===== src/rtl/sticky_right_shift.sv =====
// Pipelined logical right shifter with guard/round/sticky capture.
// One register stage per shift-count bit, stalled globally by the output handshake.
`timescale 1ns/1ps
module sticky_right_shift #(
  parameter int WIDTH = 64,
  localparam int SW = $clog2(WIDTH) + 1
) (
  input  logic             clk,
  input  logic             rst_n,
  input  logic             in_valid,
  output logic             in_ready,
  input  logic [WIDTH-1:0] a,
  input  logic [SW-1:0]    shift,
  output logic             out_valid,
  input  logic             out_ready,
  output logic [WIDTH-1:0] y,
  output logic             guard,
  output logic             round,
  output logic             sticky
);

  localparam int MW = WIDTH + 2;

  logic                   w_advance;
  logic [SW-1:0][MW-1:0]  r_m;
  logic [SW-1:0][MW-1:0]  w_m_in;
  logic [SW-1:0][MW-1:0]  w_m_out;
  logic [SW-1:0]          r_s;
  logic [SW-1:0]          w_s_in;
  logic [SW-1:0]          w_s_out;
  logic [SW-1:0]          r_vld;
  logic [SW-1:0]          w_bit;

  // Shift by a fixed power of two; returns {m_next, s_next}. Oversized shifts fold everything into sticky.
  function automatic logic [MW:0] f_stage(input logic [MW-1:0] m, input logic s, input int sh);
    logic [MW-1:0] mask;
    logic [MW:0]   res;
    if (sh >= MW) begin
      res    = '0;
      res[0] = s | (|m);
    end else begin
      mask = ~({MW{1'b1}} << sh);
      res  = {m >> sh, s | (|(m & mask))};
    end
    return res;
  endfunction

  assign w_advance = out_ready | ~r_vld[SW-1];
  assign in_ready  = w_advance;
  assign out_valid = r_vld[SW-1];

  assign w_m_in[0] = {a, 2'b00};
  assign w_s_in[0] = 1'b0;
  assign w_bit[0]  = shift[0];

  for (genvar k = 0; k < SW; k++) begin : g_stage
    logic [MW:0] w_sh;

    if (k > 0) begin : g_link
      assign w_m_in[k] = r_m[k-1];
      assign w_s_in[k] = r_s[k-1];
    end

    assign w_sh       = f_stage(w_m_in[k], w_s_in[k], 2**k);
    assign w_m_out[k] = w_bit[k] ? w_sh[MW:1] : w_m_in[k];
    assign w_s_out[k] = w_bit[k] ? w_sh[0]    : w_s_in[k];

    // Count bit k is delayed k cycles so it meets its beat at stage k.
    if (k > 0) begin : g_cnt
      logic [k-1:0] r_dly;
      if (k == 1) begin : g_one
        always_ff @(posedge clk or negedge rst_n) begin
          if (!rst_n)         r_dly <= '0;
          else if (w_advance) r_dly <= shift[k];
        end
      end else begin : g_many
        always_ff @(posedge clk or negedge rst_n) begin
          if (!rst_n)         r_dly <= '0;
          else if (w_advance) r_dly <= {r_dly[k-2:0], shift[k]};
        end
      end
      assign w_bit[k] = r_dly[k-1];
    end
  end

  always_ff @(posedge clk or negedge rst_n) begin
    if (!rst_n) begin
      r_m   <= '0;
      r_s   <= '0;
      r_vld <= '0;
    end else if (w_advance) begin
      r_m   <= w_m_out;
      r_s   <= w_s_out;
      r_vld <= {r_vld[SW-2:0], in_valid};
    end
  end

  assign y      = r_m[SW-1][MW-1:2];
  assign guard  = r_m[SW-1][1];
  assign round  = r_m[SW-1][0];
  assign sticky = r_s[SW-1];

endmodule


===== config.mk =====
export PLATFORM = sky130hd
export DESIGN_NAME = sticky_right_shift
export DESIGN_NICKNAME = d
export VERILOG_FILES = /design/src/rtl/sticky_right_shift.sv
export SDC_FILE = /design/constraint.sdc
export NUM_CORES = 1
export LEC_CHECK = 0
export CORE_MARGIN = 3
export CORE_UTILIZATION = 63
export DETAILED_ROUTE_END_ITERATION = 12
export GPL_TIMING_DRIVEN = 1
export PLACE_DENSITY = 0.9
export SYNTH_ARGS = -nofsm -noshare
export SYNTH_HDL_FRONTEND = slang
export SYNTH_SLANG_ARGS = --single-unit

===== constraint.sdc =====
create_clock -name clk -period 3.4 [get_ports clk]
set_input_delay 0.34 -clock clk [delete_from_list [all_inputs] [get_ports clk]]
set_output_delay 0.34 -clock clk [all_outputs]
set_load 0.05 [all_outputs]

==> impl_metrics.toml <==
[outcome]
status = "finished, final reports clean"

[clock_network]
cts.sink_count = 495
htreeDepth = 2
clockRootBuffer = "clkbuf_16"
tritoncts = "yes"
cts_made_buffers = 49
clock_path_buffers = 3
clock_latency_ns = 0.57
cts_resized = 0
clkTransAtPathRegs_ns = 0.06

[global_routing]
grt_use_met3 = 0.03881
met2_usage = 0.4331
grt_overflow = 0
grt_max_degree = 268
antenna_found_initial = 0
first_global_vias = 15650
met1_usage = 0.3474
top_usage_layer = "met2"
grt_pass1_wl_um = 81500
grt_use_total = 0.2580

[floorplanning]
fp-row-count = 68
io_pins = 144
core_sq_um = 35050
die_y_um = 195.9
die_w_um = 195.9
die_area_sq_um = 38390
start_util = 0.6484

[synth]
yosys-top-cells-area = "dfrtp_1 54%, mux2i_1 15%, nand2_1 11%"
yosysUniqueCellTypes = 22
synth_fp_nets = 2325
syn_area_per_cell_sq_um = 10.10
syn_area_sq_um = 22730
yosysWarnings = 0
synth_top_cell_by_area = "dfrtp_1"
synth_seq_cells = 495
syn_inst = 2250
synth_top_area_share = 0.5450
seq_area_frac_synth = 0.5450

[drt]
vias = 16000
wl_per_cell_um = 18.18
ant_nets = 0
first_iter_violations = 1539
dr.pass1.iters = 5
drc = 0
routed_wl_um = 49550
via_per_inst = 5.872

[setup_path]
crit_fanout = 40
worstSetupPathType = "reg -> out"
regToRegSetupSlack_ns = 1.38
crit_arrival_ns = 1.84
crit_path_start_kind = "flop"
endpoint_kind = "output port"
critPathRequiredTime_ns = 3.06

[flow_run]
drv_cap = 0

[placement]
dp.cells = 2644
gp_congestion = 0.8856
dp_hpwl_um = 33000
place.port_buffers = 143
place_ws_ns = 1.053

[pwr]
power.density_nw_per_um2 = 982.8
leakage_nw = 11.51
vdd_drop_max_mv = 0.7686
finalPower_mw = 24.65

[timing]
tightest_slew_ns = 1.009
whs_ns = 0.3121
rsz0062_at_grt = "no"
maxSlewHeadroom = 0.3273
fin_ws_ns = 1.216
setup-violations-final = 0
min_period_ns = 2.184
timing.setup.tns_ns = 0
slew_viol_final = 0
finClkSkew_ns = 0.01797
timing.final.crit_share = 0.6425
hold_violations = 0
max_freq_mhz = 457.8

[finish]
diodes = 0
layout_commonest_cell = "nand2_1"
nNetsFinal = 2316
fin_cells = 2725
final_cell_mix = "677 x nand2_1, 490 x dfrtp_1, 332 x mux2i_1"
drive_gt1_frac = 0.04361
area.growth.synth_to_final_pct = 10.33

[min_path]
hold_class = "in -> reg"
[cell families (layout without fill, tap and decap cells)]
group,Yosys count,in the layout,share of synthesized area
muxes,332,332,0.1462
buffers and inverters,229,249,0.06677
and+or+nand+nor,853,853,0.1669
AOI/OAI and AO/OA,341,341,0.07514
DFF,495,495,0.5450
[state kept, by name, summed over array words and instances, names as in the netlist]
| signal | cells |
|---|---|
| g_stage.w_sh | 270 |
| r_s | 6 |
| guard | 1 |
| r_m | 125 |
| y | 64 |
| round | 1 |
| r_vld | 7 |
| g_stage.g_cnt.r_dly | 21 |
[area by class of cell]
type,count,area (sq um)
clock buffers,73,1418
clock inverters,7,92.59
fillers,2318,9976
inverters,1,6.256
multi-input cells,1526,8825
flip-flops and latches,495,12400
well taps,455,569.3
repair buffers,168,1772
[worst paths after layout]
| path | startpoint | end | cells past startpoint |
|---|---|---|---|
| hold reg to reg | r_vld[5]$_DFFE_PN0P_ | r_vld[5]$_DFFE_PN0P_ | 2 |
| max in group asynchronous | rst_n | g_stage[4].w_sh[12]$_DFFE_PN0P_ | 3 |
| setup / recovery | r_vld[6]$_DFFE_PN0P_ | in_ready | 3 |
| hold / removal | shift[5] | g_stage[5].g_cnt.r_dly[0]$_DFFE_PN0P_ | 3 |
| setup reg to reg | r_vld[6]$_DFFE_PN0P_ | g_stage[2].w_sh[17]$_DFFE_PN0P_ | 3 |
| min in group asynchronous | rst_n | y[6]$_DFFE_PN0P_ | 2 |
[Yosys cell counts]
library cell / count
nand2_1: 677
dfrtp_1: 495
mux2i_1: 332
o21ai_0: 297
nand3b_1: 127
buf_4: 78
buf_2: 61
clkbuf_1: 49
o21ai_1: 38
buf_6: 35
nor4_1: 31
nand4_1: 7
a21oi_1: 5
nor2_1: 5
clkbuf_4: 4
nand3_1: 3
buf_8: 1
inv_1: 1
nand2b_1: 1
nor2b_4: 1
o22ai_1: 1
or4_1: 1
[worst max-delay path, stage by stage (launching register included)]
cell and delay [ns]:
dfrtp_1 0.34, nor2b_4 0.39, inv_4 0.27, buf_4 0.28
[per-layer routing]
layer  share of wire  routed length [um]  vias up
met1            0.41               20530     7808
met5               0                   0        -
met2            0.49               24400      538
met4           0.037                1813        0
met3           0.056                2794      122
li1                -                   -     7534
[per-stage QoR]
step / area, sq um / utilization
after floorplan: 22730 / -
after global placement: 23560 / 0.6720
after detailed placement: 23560 / 0.6720
after CTS: 25080 / 0.7154
after global routing: 25080 / 0.7154
final: 25080 / 0.7154
[report_power, final]
group	switching (mW)	internal (mW)
Combinational	5.12	3.39
Sequential	2.53	8.48
Clock	2.17	2.95
Total	9.82	14.8
[what timing repair did]
action	4_1_cts	5_1_grt
buffers inserted	0	0
hold endpoints to repair	90	0
hold buffers	1	0
(Power assumes the default switching activity.)
